--- config.mk ---
export PLATFORM = sky130hd
export DESIGN_NAME = prog_loader
export DESIGN_NICKNAME = d
export VERILOG_FILES = /design/src/rtl/prog_loader.sv
export SDC_FILE = /design/constraint.sdc
export NUM_CORES = 1
export LEC_CHECK = 0
export ABC_AREA = 1
export CORE_ASPECT_RATIO = 0.75
export CORE_MARGIN = 2
export CORE_UTILIZATION = 36
export DETAILED_ROUTE_END_ITERATION = 10
export PLACE_DENSITY = 0.63
export REMOVE_ABC_BUFFERS = 1
export SYNTH_ARGS = -nofsm -noshare
export SYNTH_HDL_FRONTEND = slang
export SYNTH_SLANG_ARGS = --single-unit
--- constraint.sdc ---
create_clock -name clk -period 4.15 [get_ports clk]
set_input_delay 0.6225 -clock clk [delete_from_list [all_inputs] [get_ports clk]]
set_output_delay 0.6225 -clock clk [all_outputs]
set_load 0.02 [all_outputs]
--- src/rtl/prog_loader.sv ---
// prog_loader: parses a framed program image from the UART byte stream
// (sync, length, 16-bit words, XOR checksum), writes each word to DRAM from
// BASE_ADDR upward, and holds the CPU in reset until a frame loads cleanly.
module prog_loader #(
  parameter int unsigned BASE_ADDR      = 0,
  parameter int unsigned ADDR_WIDTH     = 16,
  parameter int unsigned MAX_WORDS      = 1024,
  parameter int unsigned TIMEOUT_CYCLES = 500000
) (
  input  logic                  clk,
  input  logic                  rst_n,
  input  logic                  rx_valid,
  input  logic [7:0]            rx_data,
  output logic                  mem_wr_req,
  output logic [ADDR_WIDTH-1:0] mem_addr,
  output logic [15:0]           mem_wdata,
  input  logic                  mem_ack,
  output logic                  busy,
  output logic                  done,
  output logic                  error,
  output logic                  cpu_rst_n,
  output logic [15:0]           words_written
);

  localparam int unsigned CNT_W     = $clog2(TIMEOUT_CYCLES + 1);
  localparam logic [7:0]  SYNC_BYTE = 8'hA5;

  typedef enum logic [3:0] {
    S_IDLE,
    S_LEN_H,
    S_LEN_L,
    S_W_H,
    S_W_L,
    S_WRITE,
    S_CHK,
    S_DONE,
    S_ERR
  } state_t;

  state_t           state;
  logic [15:0]      len;
  logic [7:0]       hi_byte;
  logic [7:0]       chk_acc;
  logic [CNT_W-1:0] idle_cnt;

  logic             timed_c;
  logic             timeout_c;
  logic [15:0]      len_c;
  logic [15:0]      ww_inc_c;

  // Idle supervision applies only to states that are waiting on the UART
  assign timed_c   = (state == S_LEN_H) || (state == S_LEN_L) || (state == S_W_H) ||
                     (state == S_W_L)   || (state == S_CHK);
  assign timeout_c = timed_c && !rx_valid && (idle_cnt == CNT_W'(TIMEOUT_CYCLES - 1));
  assign len_c     = {len[15:8], rx_data};
  assign ww_inc_c  = words_written + 16'd1;

  // Idle counter: cleared by any byte and outside the timed states
  always_ff @(posedge clk) begin
    if (!rst_n || rx_valid || !timed_c) begin
      idle_cnt <= '0;
    end else begin
      idle_cnt <= idle_cnt + CNT_W'(1);
    end
  end

  // Frame parser, write handshake and status flags
  always_ff @(posedge clk) begin
    if (!rst_n) begin
      state         <= S_IDLE;
      len           <= '0;
      hi_byte       <= '0;
      chk_acc       <= '0;
      mem_wr_req    <= 1'b0;
      mem_addr      <= '0;
      mem_wdata     <= '0;
      busy          <= 1'b0;
      done          <= 1'b0;
      error         <= 1'b0;
      cpu_rst_n     <= 1'b0;
      words_written <= '0;
    end else begin
      case (state)
        S_IDLE: begin
          if (rx_valid && (rx_data == SYNC_BYTE)) begin
            state         <= S_LEN_H;
            busy          <= 1'b1;
            done          <= 1'b0;
            error         <= 1'b0;
            cpu_rst_n     <= 1'b0;
            words_written <= '0;
            chk_acc       <= '0;
          end
        end
        S_LEN_H: begin
          if (rx_valid) begin
            len[15:8] <= rx_data;
            chk_acc   <= chk_acc ^ rx_data;
            state     <= S_LEN_L;
          end else if (timeout_c) begin
            state <= S_ERR;
          end
        end
        S_LEN_L: begin
          if (rx_valid) begin
            len[7:0] <= rx_data;
            chk_acc  <= chk_acc ^ rx_data;
            if (32'(len_c) > MAX_WORDS) begin
              state <= S_ERR;
            end else if (len_c == 16'd0) begin
              state <= S_CHK;
            end else begin
              state <= S_W_H;
            end
          end else if (timeout_c) begin
            state <= S_ERR;
          end
        end
        S_W_H: begin
          if (rx_valid) begin
            hi_byte <= rx_data;
            chk_acc <= chk_acc ^ rx_data;
            state   <= S_W_L;
          end else if (timeout_c) begin
            state <= S_ERR;
          end
        end
        S_W_L: begin
          if (rx_valid) begin
            chk_acc    <= chk_acc ^ rx_data;
            mem_wr_req <= 1'b1;
            mem_addr   <= ADDR_WIDTH'(BASE_ADDR) + ADDR_WIDTH'(words_written);
            mem_wdata  <= {hi_byte, rx_data};
            state      <= S_WRITE;
          end else if (timeout_c) begin
            state <= S_ERR;
          end
        end
        S_WRITE: begin
          // A byte arriving mid-write is an overrun; it wins over a same-cycle ack
          if (rx_valid) begin
            mem_wr_req <= 1'b0;
            state      <= S_ERR;
          end else if (mem_ack) begin
            mem_wr_req    <= 1'b0;
            words_written <= ww_inc_c;
            state         <= (ww_inc_c == len) ? S_CHK : S_W_H;
          end
        end
        S_CHK: begin
          if (rx_valid) begin
            state <= (rx_data == chk_acc) ? S_DONE : S_ERR;
          end else if (timeout_c) begin
            state <= S_ERR;
          end
        end
        S_DONE: begin
          done      <= 1'b1;
          cpu_rst_n <= 1'b1;
          busy      <= 1'b0;
          state     <= S_IDLE;
        end
        S_ERR: begin
          error <= 1'b1;
          busy  <= 1'b0;
          state <= S_IDLE;
        end
        default: begin
          state <= S_IDLE;
        end
      endcase
    end
  end

endmodule

==> impl_metrics.ini, run 1 <==
[floorplan]
design.core.area_um2 = 14400
initial_utilization_pct = 36.6
floorplan.io_pins = 65
dieWidth_um = 144
die_height_um = 109
die_area_um2 = 15600
num_rows = 38

[grt]
largest_net_degree_at_the_start_of_global_routing = 51
antenna_found_initial = 0
vias_in_the_first_global_route = 4489
groute.usage.overall_pct = 17.6
grt_pass1_wl_um = 22000
globalRouteOverflowTotal = 0

[power_and_ir_drop]
leakage_nw = 2.24
power.clock.fraction_pct = 43.2
pwr-share-seq_pct = 53.6
power.switching_fraction_pct = 23.7
switch_pwr_uw = 454
max_vdd_drop_mv = 0.219
comb_power_share_pct = 3.2
internal_power_mw = 1.46
power.density_nw_per_um2 = 304

[placement]
routabilityCongestion = 0.867
pre_cts_slack_ns = 1.21
port_buffers = 64
postPlaceCellArea_um2 = 6030
dp.final_hpwl_um = 9030

[detailed_routing]
dr_total_vias = 4845
drt_drc_violations_left = 0
drt_wl_total_um = 13000
drtIter0Drc = 321
drt_first_pass_iters = 5
post_drt_via_cell_ratio = 4.79
routedWlPerCell_um = 12.8
drt.antenna.violating_nets = 0

[sta]
finalSetupViolCount = 0
hold_viol = 0
final_critical_path_setup_slack_ns = 1.52
final.period_utilization_pct = 63.3
final_max_slew_viol_count = 0
total_negative_setup_slack_ns = 0
layout_min_cycle_time_ns = 2.63
slew_headroom_pct = 41.4
setup_repair_after_global_routing_missed_its_margin = false
upper_clock_frequency_limit_mhz = 380
fin_skew_ns = 0.00713
timing_worst_slew_pin_value_ns = 0.876

[layout]
filler_cell_count = 1518
seq_area_um2 = 2140
drive_gt1_share_pct = 6.41
antenna_cells = 0
finish.utilization_pct = 43.9
nNetsFinal = 820
layout-area-overhead-vs-synth_pct = 19.9
multi_input_comb_area_um2 = 2670
post-route-cell-area_um2 = 6310

[worst_setup_path]
start_kind = flip-flop
critical_path.slowest_cell = sky130_fd_sc_hd__nor2_1
bufs_and_invs_on_worst_path = 4
cp-startpoint = state[0]$_SDFFE_PN0P_
cells_traversed_along_the_worst_timing_path = nor2_2, inv_2, nor2_4, buf_4, nor2_1, nand2_1, nand2_1, inv_1, nand2_1, inv_1, o21ai_0, a21oi_1
critical_path_depth = 12
required_ns = 4.39
crit-reg2reg-launch = state[0]$_SDFFE_PN0P_
worst_r2r_path_depth = 12
end_kind = flip-flop
cp_common_cell = sky130_fd_sc_hd__nand2_1
max_fo_critical_path = 36
path_class = reg -> reg
critPathArrivalTime_ns = 2.87
rr_endpoint = idle_cnt[16]$_SDFF_PP0_
worstSetupEndpoint = idle_cnt[16]$_SDFF_PP0_
crit_path_leading_delay_family = simple AND/OR/NAND/NOR gates
reg2reg_slack_ns = 1.52
crit_path_max_cell_delay_ns = 0.55

[logic_synthesis]
synth-edff-count = 0
cell_type_contributing_the_most_total_cell_area_after_synthesis = sky130_fd_sc_hd__dfxtp_1
synthesis.yosys.warnings = 0
synth_cells = 761
adder_and_majority_gate_portion_of_the_synthesized_area_pct = 0.476
synth.mux.area_fraction_pct = 0
synth_xor_area_share_pct = 3.62
syn_area_um2 = 5260
post_synth_top_flop = sky130_fd_sc_hd__dfxtp_1
async_reset_ff_share_pct = 0
post_synth_and_or_nand_nor_area_fraction_pct = 31.8
synth_cell_type_count = 33
yosys-top-cells-count = sky130_fd_sc_hd__nand2_1 (187), sky130_fd_sc_hd__dfxtp_1 (107), sky130_fd_sc_hd__nand3_1 (95)
synth_compound_area_share_pct = 14.9
syn_avg_cell_area_um2 = 6.91
ys_top_cells_by_area = sky130_fd_sc_hd__dfxtp_1 (41%), sky130_fd_sc_hd__nand2_1 (13%), sky130_fd_sc_hd__nand3_1 (9.0%), sky130_fd_sc_hd__a21oi_1 (8.9%), sky130_fd_sc_hd__inv_1 (5.2%)
post-synth-top-count-cell = sky130_fd_sc_hd__nand2_1
yosysSeqAreaShare_pct = 40.7
ys_ff_latch = 107
synth_top_family_by_area = simple AND/OR/NAND/NOR gates
yosysTopAreaCellShare_pct = 40.7

[clocking]
tritoncts.num_buffers = 9
postCtsSetupRepairBufs = 0
cts_hold_buf = 0
postCtsResizedCells = 0
clock-root-buffer = sky130_fd_sc_hd__clkbuf_16
htree_num_levels = 3
clk_pin_slew_ns = 0.07
tritoncts_num_sinks = 107
clockBufferDepth = 2
clk-insertion-delay-late_ns = 0.35
cts_tree = done

[run]
max_cap_viol_count = 0

[run_status]
status = finished clean

[hold_path]
worstHoldStart = idle_cnt[0]$_SDFF_PP0_
hold_path.class = reg -> reg
layout by cell type, fill, tap and decap left out, types with 2 or more instances in the layout:
| cell | Yosys | routed |
|---|---|---|
| sky130_fd_sc_hd__a21oi_1 | 94 | 94 |
| sky130_fd_sc_hd__buf_4 | 4 | 4 |
| sky130_fd_sc_hd__clkbuf_16 | 0 | 9 |
| sky130_fd_sc_hd__clkdlybuf4s50_1 | 0 | 63 |
| sky130_fd_sc_hd__clkinv_2 | 0 | 2 |
| sky130_fd_sc_hd__dfxtp_1 | 107 | 107 |
| sky130_fd_sc_hd__ha_1 | 2 | 2 |
| sky130_fd_sc_hd__inv_1 | 73 | 73 |
| sky130_fd_sc_hd__inv_2 | 6 | 6 |
| sky130_fd_sc_hd__inv_6 | 0 | 3 |
| sky130_fd_sc_hd__nand2_1 | 187 | 187 |
| sky130_fd_sc_hd__nand2_2 | 2 | 2 |
| sky130_fd_sc_hd__nand3_1 | 95 | 95 |
| sky130_fd_sc_hd__nand4_1 | 9 | 9 |
| sky130_fd_sc_hd__nor2_1 | 56 | 56 |
| sky130_fd_sc_hd__nor2_2 | 10 | 10 |
| sky130_fd_sc_hd__nor2_4 | 6 | 6 |
| sky130_fd_sc_hd__nor3_1 | 6 | 6 |
| sky130_fd_sc_hd__nor3_2 | 2 | 2 |
| sky130_fd_sc_hd__o211a_1 | 8 | 8 |
| sky130_fd_sc_hd__o21a_1 | 3 | 3 |
| sky130_fd_sc_hd__o21ai_0 | 35 | 35 |
| sky130_fd_sc_hd__xnor2_1 | 9 | 9 |
| sky130_fd_sc_hd__xnor3_1 | 3 | 3 |
| sky130_fd_sc_hd__xor2_1 | 5 | 5 |
how the worst min path moves through the flow:
stage	endpoint	slack, ns	cells past startpoint
floorplan	idle_cnt[0]$_SDFF_PP0_	0.42	1
global placement	idle_cnt[0]$_SDFF_PP0_	0.43	1
detailed placement	idle_cnt[0]$_SDFF_PP0_	0.44	1
CTS	idle_cnt[0]$_SDFF_PP0_	0.45	1
global route	idle_cnt[0]$_SDFF_PP0_	0.47	1
finish	idle_cnt[0]$_SDFF_PP0_	0.45	1
cell families (layout without fill, tap and decap cells):
family | Yosys count | in the layout
buf+inv | 113 | 163
compound gates | 145 | 145
fa+ha+maj | 2 | 2
xor+xnor | 17 | 17
flops | 107 | 107
simple gates | 377 | 377
final cells by class:
cell class	instances	area share [%]
sequential	107	34.0
inverter	79	4.70
tap	200	3.97
clock buffer	9	3.57
timing repair buffer	68	10.6
multi-input combinational	541	42.4
clock inverter	7	0.873
flip-flops by register name, summed over array words and instances (netlist names):
register / cells
idle_cnt: 19
len: 16
mem_addr: 16
mem_wdata: 16
words_written: 16
chk_acc: 8
hi_byte: 8
state: 4
busy: 1
cpu_rst_n: 1
error: 1
mem_wr_req: 1
per-stage QoR:
step           power, mW  hold WS [ns]  std cells
2_1_floorplan       1.07         0.418        727
6_report            1.91         0.451       1011
3_3_place_gp        1.11         0.427        995
4_1_cts             1.94         0.454       1011
3_5_place_dp        1.11         0.439        995
5_1_grt             1.98         0.468       1011
power by group through the flow:
stage / Clock (mW) / Sequential [mW] / Combinational (mW)
floorplan: 0 / 1.05 / 0.0221
global placement: 0 / 1.05 / 0.0613
detailed placement: 0 / 1.05 / 0.0618
CTS: 0.856 / 1.03 / 0.0618
global route: 0.885 / 1.03 / 0.0680
finish: 0.827 / 1.03 / 0.0616
layer usage:
metal / up-vias / GRT usage [%] / share of wire (%)
li1: 2575 / - / -
met1: 2133 / 25.4 / 54
met2: 125 / 27.1 / 40
met3: 12 / 3.12 / 4.7
met4: 0 / 4.41 / 1.2
met5: - / 0 / 0
(Power assumes the default switching activity.)
==> inputs of run 2 (changes only) <==
--- a/config.mk
+++ b/config.mk
@@ -10,7 +10,7 @@
 export CORE_MARGIN = 2
 export CORE_UTILIZATION = 36
 export DETAILED_ROUTE_END_ITERATION = 10
-export PLACE_DENSITY = 0.63
+export PLACE_DENSITY = 0.65
 export REMOVE_ABC_BUFFERS = 1
 export SYNTH_ARGS = -nofsm -noshare
 export SYNTH_HDL_FRONTEND = slang
==> constraint.sdc (replaced) <==
create_clock -name clk -period 2.2 [get_ports clk]
set_input_delay 0.33 -clock clk [delete_from_list [all_inputs] [get_ports clk]]
set_output_delay 0.33 -clock clk [all_outputs]
set_load 0.02 [all_outputs]
==> run 2 against run 1 <==
  * Total power increased by 94%
  * Non-clock buffer count up 38
  * First-iteration DRC count up 0.93%
  * Sequential share of layout area fell by 1.8 points
  * Clock-buffer cell count is the same
  * Die area did not move
  * Critical path depth shrank 1
==> impl_metrics.ini, run 2 (synthesis results as in run 1) <==
[floorplan]
dieWidth_um = 144
floorplan.io_pins = 65
design.core.area_um2 = 14400
die_area_um2 = 15600
initial_utilization_pct = 36.6
num_rows = 38
die_height_um = 109

[layout]
layoutNonFillerInstCount = 1049
regMostFlops = idle_cnt
antenna_cells = 0
seq_area_um2 = 2140
commonest_non_fill_non_tap_cell_in_the_layout = sky130_fd_sc_hd__nand2_1
finish.utilization_pct = 46.4
layout_common_cells = sky130_fd_sc_hd__nand2_1 (187), sky130_fd_sc_hd__dfxtp_1 (107), sky130_fd_sc_hd__a21oi_1 (94)
nNetsFinal = 858
drive_gt1_share_pct = 11.1
multi_input_comb_area_um2 = 2700
filler_cell_count = 1490
layout-area-overhead-vs-synth_pct = 26.8
largest_register_ffs = 19

[worst_setup_path]
required_ns = 2.49
cp_common_cell = sky130_fd_sc_hd__nand2_1
critPathArrivalTime_ns = 2.29
bufs_and_invs_on_worst_path = 0
critical_path.slowest_cell = sky130_fd_sc_hd__dfxtp_1
crit_path_leading_delay_family = simple AND/OR/NAND/NOR gates
max_fo_critical_path = 5
crit_path_max_cell_delay_ns = 0.35
start_kind = flip-flop
cells_traversed_along_the_worst_timing_path = ha_1, nand2_1, nor2_4, nand3_1, xnor3_1, nand2_1, nor2_1, nand3_1, nand2_1, nand2_1, a21oi_2
path_class = reg -> reg
end_kind = flip-flop

[sta]
final_critical_path_setup_slack_ns = 0.193
hold_viol = 0
final.period_utilization_pct = 91.2
upper_clock_frequency_limit_mhz = 498
total_negative_setup_slack_ns = 0
layout_min_cycle_time_ns = 2.01
slew_headroom_pct = 64.9
final_max_slew_viol_count = 0
timing_worst_slew_pin_value_ns = 0.526
setup_repair_after_global_routing_missed_its_margin = true
fin_skew_ns = 0.00571
finalSetupViolCount = 0

[detailed_routing]
drt_first_pass_iters = 7
drtIter0Drc = 324
drt_drc_violations_left = 0
drt_wl_total_um = 13600
dr_total_vias = 5009
routedWlPerCell_um = 13.0
drt.antenna.violating_nets = 0
post_drt_via_cell_ratio = 4.78

[clocking]
clk_pin_slew_ns = 0.07
clockBufferDepth = 2
cts_tree = done
clk-insertion-delay-late_ns = 0.35
htree_num_levels = 3
tritoncts_num_sinks = 107
cts_hold_buf = 0
clock-root-buffer = sky130_fd_sc_hd__clkbuf_16
tritoncts.num_buffers = 9

[grt]
groute.usage.overall_pct = 18.2
globalRouteOverflowTotal = 0
vias_in_the_first_global_route = 4642
largest_net_degree_at_the_start_of_global_routing = 35
antenna_found_initial = 0
grt_pass1_wl_um = 22700

[power_and_ir_drop]
max_vdd_drop_mv = 0.384
report.power.total_mw = 3.72
leakage_nw = 2.45
power.density_nw_per_um2 = 557

[placement]
pre_cts_slack_ns = 0.00149
dp.cells = 1033
routabilityCongestion = 0.948
port_buffers = 64
dp.final_hpwl_um = 9950

[hold_path]
hold_path.class = reg -> reg

[run_status]
status = finished clean

[run]
max_cap_viol_count = 0
run 2: cell types whose count changed in the layout (fill, tap and decap cells not counted), moves of 2 or more:
| cell | before | now |
|---|---|---|
| sky130_fd_sc_hd__buf_12 | 0 | 2 |
| sky130_fd_sc_hd__buf_4 | 4 | 40 |
| sky130_fd_sc_hd__nand3_1 | 95 | 93 |
| sky130_fd_sc_hd__nand3_2 | 1 | 3 |
| sky130_fd_sc_hd__nor2_1 | 56 | 54 |
| sky130_fd_sc_hd__nor2_4 | 6 | 9 |
run 2: power by group:
part	switching, mW	internal, mW
Clock	0.753	0.891
Sequential	0.000810	1.94
Combinational	0.0871	0.0486
run 2: worst register-to-register path, cell delays in order, from the launching register on:
cell and delay (ns):
sky130_fd_sc_hd__dfxtp_1 0.35, sky130_fd_sc_hd__ha_1 0.24, sky130_fd_sc_hd__nand2_1 0.17, sky130_fd_sc_hd__nor2_4 0.19, sky130_fd_sc_hd__nand3_1 0.17, sky130_fd_sc_hd__xnor3_1 0.24
sky130_fd_sc_hd__nand2_1 0.06, sky130_fd_sc_hd__nor2_1 0.18, sky130_fd_sc_hd__nand3_1 0.11, sky130_fd_sc_hd__nand2_1 0.07, sky130_fd_sc_hd__nand2_1 0.05, sky130_fd_sc_hd__a21oi_2 0.10
run 2: path summary, 6_finish.rpt:
| check | to | slack [ns] | startpoint | cells after the start |
|---|---|---|---|---|
| max reg2reg | state[2]$_SDFFE_PN0P_ | 0.19 | words_written[0]$_SDFFE_PN0P_ | 11 |
| max | state[2]$_SDFFE_PN0P_ | 0.19 | words_written[0]$_SDFFE_PN0P_ | 11 |
| min reg2reg | idle_cnt[0]$_SDFF_PP0_ | 0.45 | idle_cnt[0]$_SDFF_PP0_ | 1 |
| min | idle_cnt[0]$_SDFF_PP0_ | 0.45 | idle_cnt[0]$_SDFF_PP0_ | 1 |
run 2: what timing repair did:
action	CTS	global route
gates resized for setup	0	7
buffers inserted	0	0
endpoints found under the hold margin	0	0
setup endpoints to repair	0	17
run 2: layout make-up:
| class | instances | area share [%] |
|---|---|---|
| tap | 200 | 3.75 |
| clock inverter | 7 | 1.14 |
| sequential | 107 | 32.1 |
| clock buffer | 9 | 3.38 |
| timing repair buffer | 106 | 14.6 |
| inverter | 79 | 4.45 |
| multi-input combinational | 541 | 40.5 |
run 2: metrics by stage:
step | hold slack, ns | instance area, µm²
final | 0.449 | 6670
after global routing | 0.473 | 6670
after CTS | 0.458 | 6640
after detailed placement | 0.441 | 6340
after global placement | 0.430 | 6340
after floorplan | 0.418 | 5110
run 2: metal layers:
layer	global-route usage, %	up-vias	wire, µm
met3	4.00	14	656
met4	4.97	0	146
met2	27.1	141	5620
met5	0	-	0
met1	26.4	2206	7170
li1	-	2648	-
==> inputs of run 3 (changes only) <==
--- a/config.mk
+++ b/config.mk
@@ -9,8 +9,8 @@
 export CORE_ASPECT_RATIO = 0.75
 export CORE_MARGIN = 2
 export CORE_UTILIZATION = 36
+export CTS_CLUSTER_SIZE = 24
 export DETAILED_ROUTE_END_ITERATION = 10
-export PLACE_DENSITY = 0.65
 export REMOVE_ABC_BUFFERS = 1
 export SYNTH_ARGS = -nofsm -noshare
 export SYNTH_HDL_FRONTEND = slang
==> run 3 against run 2 <==
  * Global-route usage increased by 0.32 points
  * Worst hold slack improved by 0.0056 ns
  * Clock-buffer cell count unchanged
  * Via count increased by 0.42%
  * Combinational power increased by 3%
  * Critical path type unchanged
  * Maximum frequency increased by 3.5%
  * Cell area decreased by 0.28%
  * Highest routed layer unchanged
  * Critical endpoint is now state[0]$_SDFFE_PN0P_
==> impl_metrics.ini, run 3 (synthesis results as in run 1) <==
[clocking]
tritoncts_num_sinks = 107
clk_pin_slew_ns = 0.07
tritoncts.num_buffers = 9
clock-root-buffer = sky130_fd_sc_hd__clkbuf_16
postCtsSetupRepairBufs = 0
htree_num_levels = 3
clockBufferDepth = 2
cts_tree = done
clk-insertion-delay-late_ns = 0.36

[layout]
layout_common_cells = sky130_fd_sc_hd__nand2_1 (187), sky130_fd_sc_hd__dfxtp_1 (106), sky130_fd_sc_hd__nand3_1 (94), sky130_fd_sc_hd__a21oi_1 (94), sky130_fd_sc_hd__inv_1 (73)
largest_register_ffs = 19
drive_gt1_share_pct = 11.2
commonest_non_fill_non_tap_cell_in_the_layout = sky130_fd_sc_hd__nand2_1
nNetsFinal = 859
post-route-cell-area_um2 = 6650
layout-area-overhead-vs-synth_pct = 26.5
regMostFlops = idle_cnt
antenna_cells = 0

[floorplan]
floorplan.io_pins = 65
die_area_um2 = 15600
num_rows = 38
dieWidth_um = 144
die_height_um = 109
design.core.area_um2 = 14400
initial_utilization_pct = 36.6

[worst_setup_path]
max_fo_critical_path = 4
critPathArrivalTime_ns = 2.17
path_class = reg -> reg
end_kind = flip-flop
critical_path.slowest_cell = sky130_fd_sc_hd__dfxtp_1
required_ns = 2.44
cp_common_cell = sky130_fd_sc_hd__nand2_1
worst_r2r_path_depth = 14
cells_traversed_along_the_worst_timing_path = ha_1, nand3_1, nor2_2, nand4_1, nand3_1, nand2_1, inv_1, nand2_1, nor2_1, nand2_1, nand2_1, nand2_1, nand2_1, a21oi_1
crit_path_max_cell_delay_ns = 0.34
start_kind = flip-flop

[detailed_routing]
drt.antenna.violating_nets = 0
drt_first_pass_iters = 6
drt_drc_violations_left = 0
dr_total_vias = 5030
routedWlPerCell_um = 13.1
post_drt_via_cell_ratio = 4.79
drtIter0Drc = 319
drt_wl_total_um = 13700

[sta]
hold_viol = 0
fin_skew_ns = 0.0107
final.period_utilization_pct = 88.1
timing_worst_slew_pin_value_ns = 0.558
slew_headroom_pct = 62.7
setup_repair_after_global_routing_missed_its_margin = false
layout_min_cycle_time_ns = 1.94
total_negative_setup_slack_ns = 0
finalSetupViolCount = 0
upper_clock_frequency_limit_mhz = 516
final_max_slew_viol_count = 0

[placement]
dp.final_hpwl_um = 9990
routabilityCongestion = 0.950
postPlaceCellArea_um2 = 6340
port_buffers = 64

[grt]
vias_in_the_first_global_route = 4620
groute.usage.overall_pct = 18.5
globalRouteOverflowTotal = 0
largest_net_degree_at_the_start_of_global_routing = 39
grt_pass1_wl_um = 22700
antenna_found_initial = 0

[run]
max_cap_viol_count = 0

[hold_path]
hold_path.class = reg -> reg
worstHoldPathCells = 1

[power_and_ir_drop]
max_vdd_drop_mv = 0.349
power.density_nw_per_um2 = 544
leakage_nw = 2.43

[run_status]
status = finished clean
[run 3: cell types whose count changed in the layout (fill, tap and decap cells not counted)]
cell / change
sky130_fd_sc_hd__clkinv_4: -1
sky130_fd_sc_hd__buf_4: +1
sky130_fd_sc_hd__dfxtp_2: +1
sky130_fd_sc_hd__nand3_2: -1
sky130_fd_sc_hd__inv_8: +1
sky130_fd_sc_hd__nand3_1: +1
sky130_fd_sc_hd__inv_6: -2
sky130_fd_sc_hd__bufinv_16: -1
sky130_fd_sc_hd__clkinvlp_4: +3
sky130_fd_sc_hd__dfxtp_1: -1
[run 3: through the flow]
stage	hold WS [ns]	worst slack (ns)	utilization, %	std cells	power, mW
3_5_place_dp	0.443	0.0569	44.2	1034	2.12
5_1_grt	0.477	0.0281	46.3	1050	3.75
6_report	0.454	0.261	46.3	1050	3.62
4_1_cts	0.459	0.156	46.1	1050	3.66
3_3_place_gp	0.433	0.0572	44.2	1034	2.12
2_1_floorplan	0.418	0.161	-	727	2.02
[run 3: power breakdown]
group / switching, mW / leakage (nW) / internal, mW
logic: 0.0891 / 1.45 / 0.0511
clock network: 0.767 / 0.122 / 0.773
registers: 0.000799 / 0.862 / 1.94
[run 3: final timing paths]
check,start,slack (ns),end
worst max-delay path,words_written[0]$_SDFFE_PN0P_,0.26,state[0]$_SDFFE_PN0P_
worst min-delay path,idle_cnt[0]$_SDFF_PP0_,0.45,idle_cnt[0]$_SDFF_PP0_
worst max register to register,words_written[0]$_SDFFE_PN0P_,0.26,state[0]$_SDFFE_PN0P_
worst min register to register,idle_cnt[0]$_SDFF_PP0_,0.45,idle_cnt[0]$_SDFF_PP0_
[run 3: metal layers]
metal  global-route usage [%]  vias to the layer above  routed length [µm]
met2                     26.8                      123                5570
met5                        0                        -                   0
met3                     4.39                       13                 737
met1                     26.9                     2241                7230
li1                         -                     2653                   -
met4                     6.02                        0                 189
[run 3: worst max-delay path: cells and delay by family, from the launching register on]
kind                     cells  cell delay, ns
flip-flops                   1            0.34
AND/OR/NAND/NOR             11            1.17
buffers and inverters        1            0.04
adder cells (fa/ha/maj)      1            0.23
AO/OA/AOI/OAI                1            0.05
[run 3: repair_timing]
action / in CTS / in global routing
gates resized for setup: 0 / 7
hold buffers: 0 / 0
setup endpoints to repair: 0 / 4
[run 3: area by class of cell]
cell class | instances | area, µm²
Timing Repair Buffer | 107 | 983
Fill cell | 1505 | 7710
Tap cell | 200 | 250
Clock buffer | 9 | 225
Clock inverter | 7 | 53.8
Multi-Input combinational cell | 541 | 2700
Sequential cell | 107 | 2140
Inverter | 79 | 297
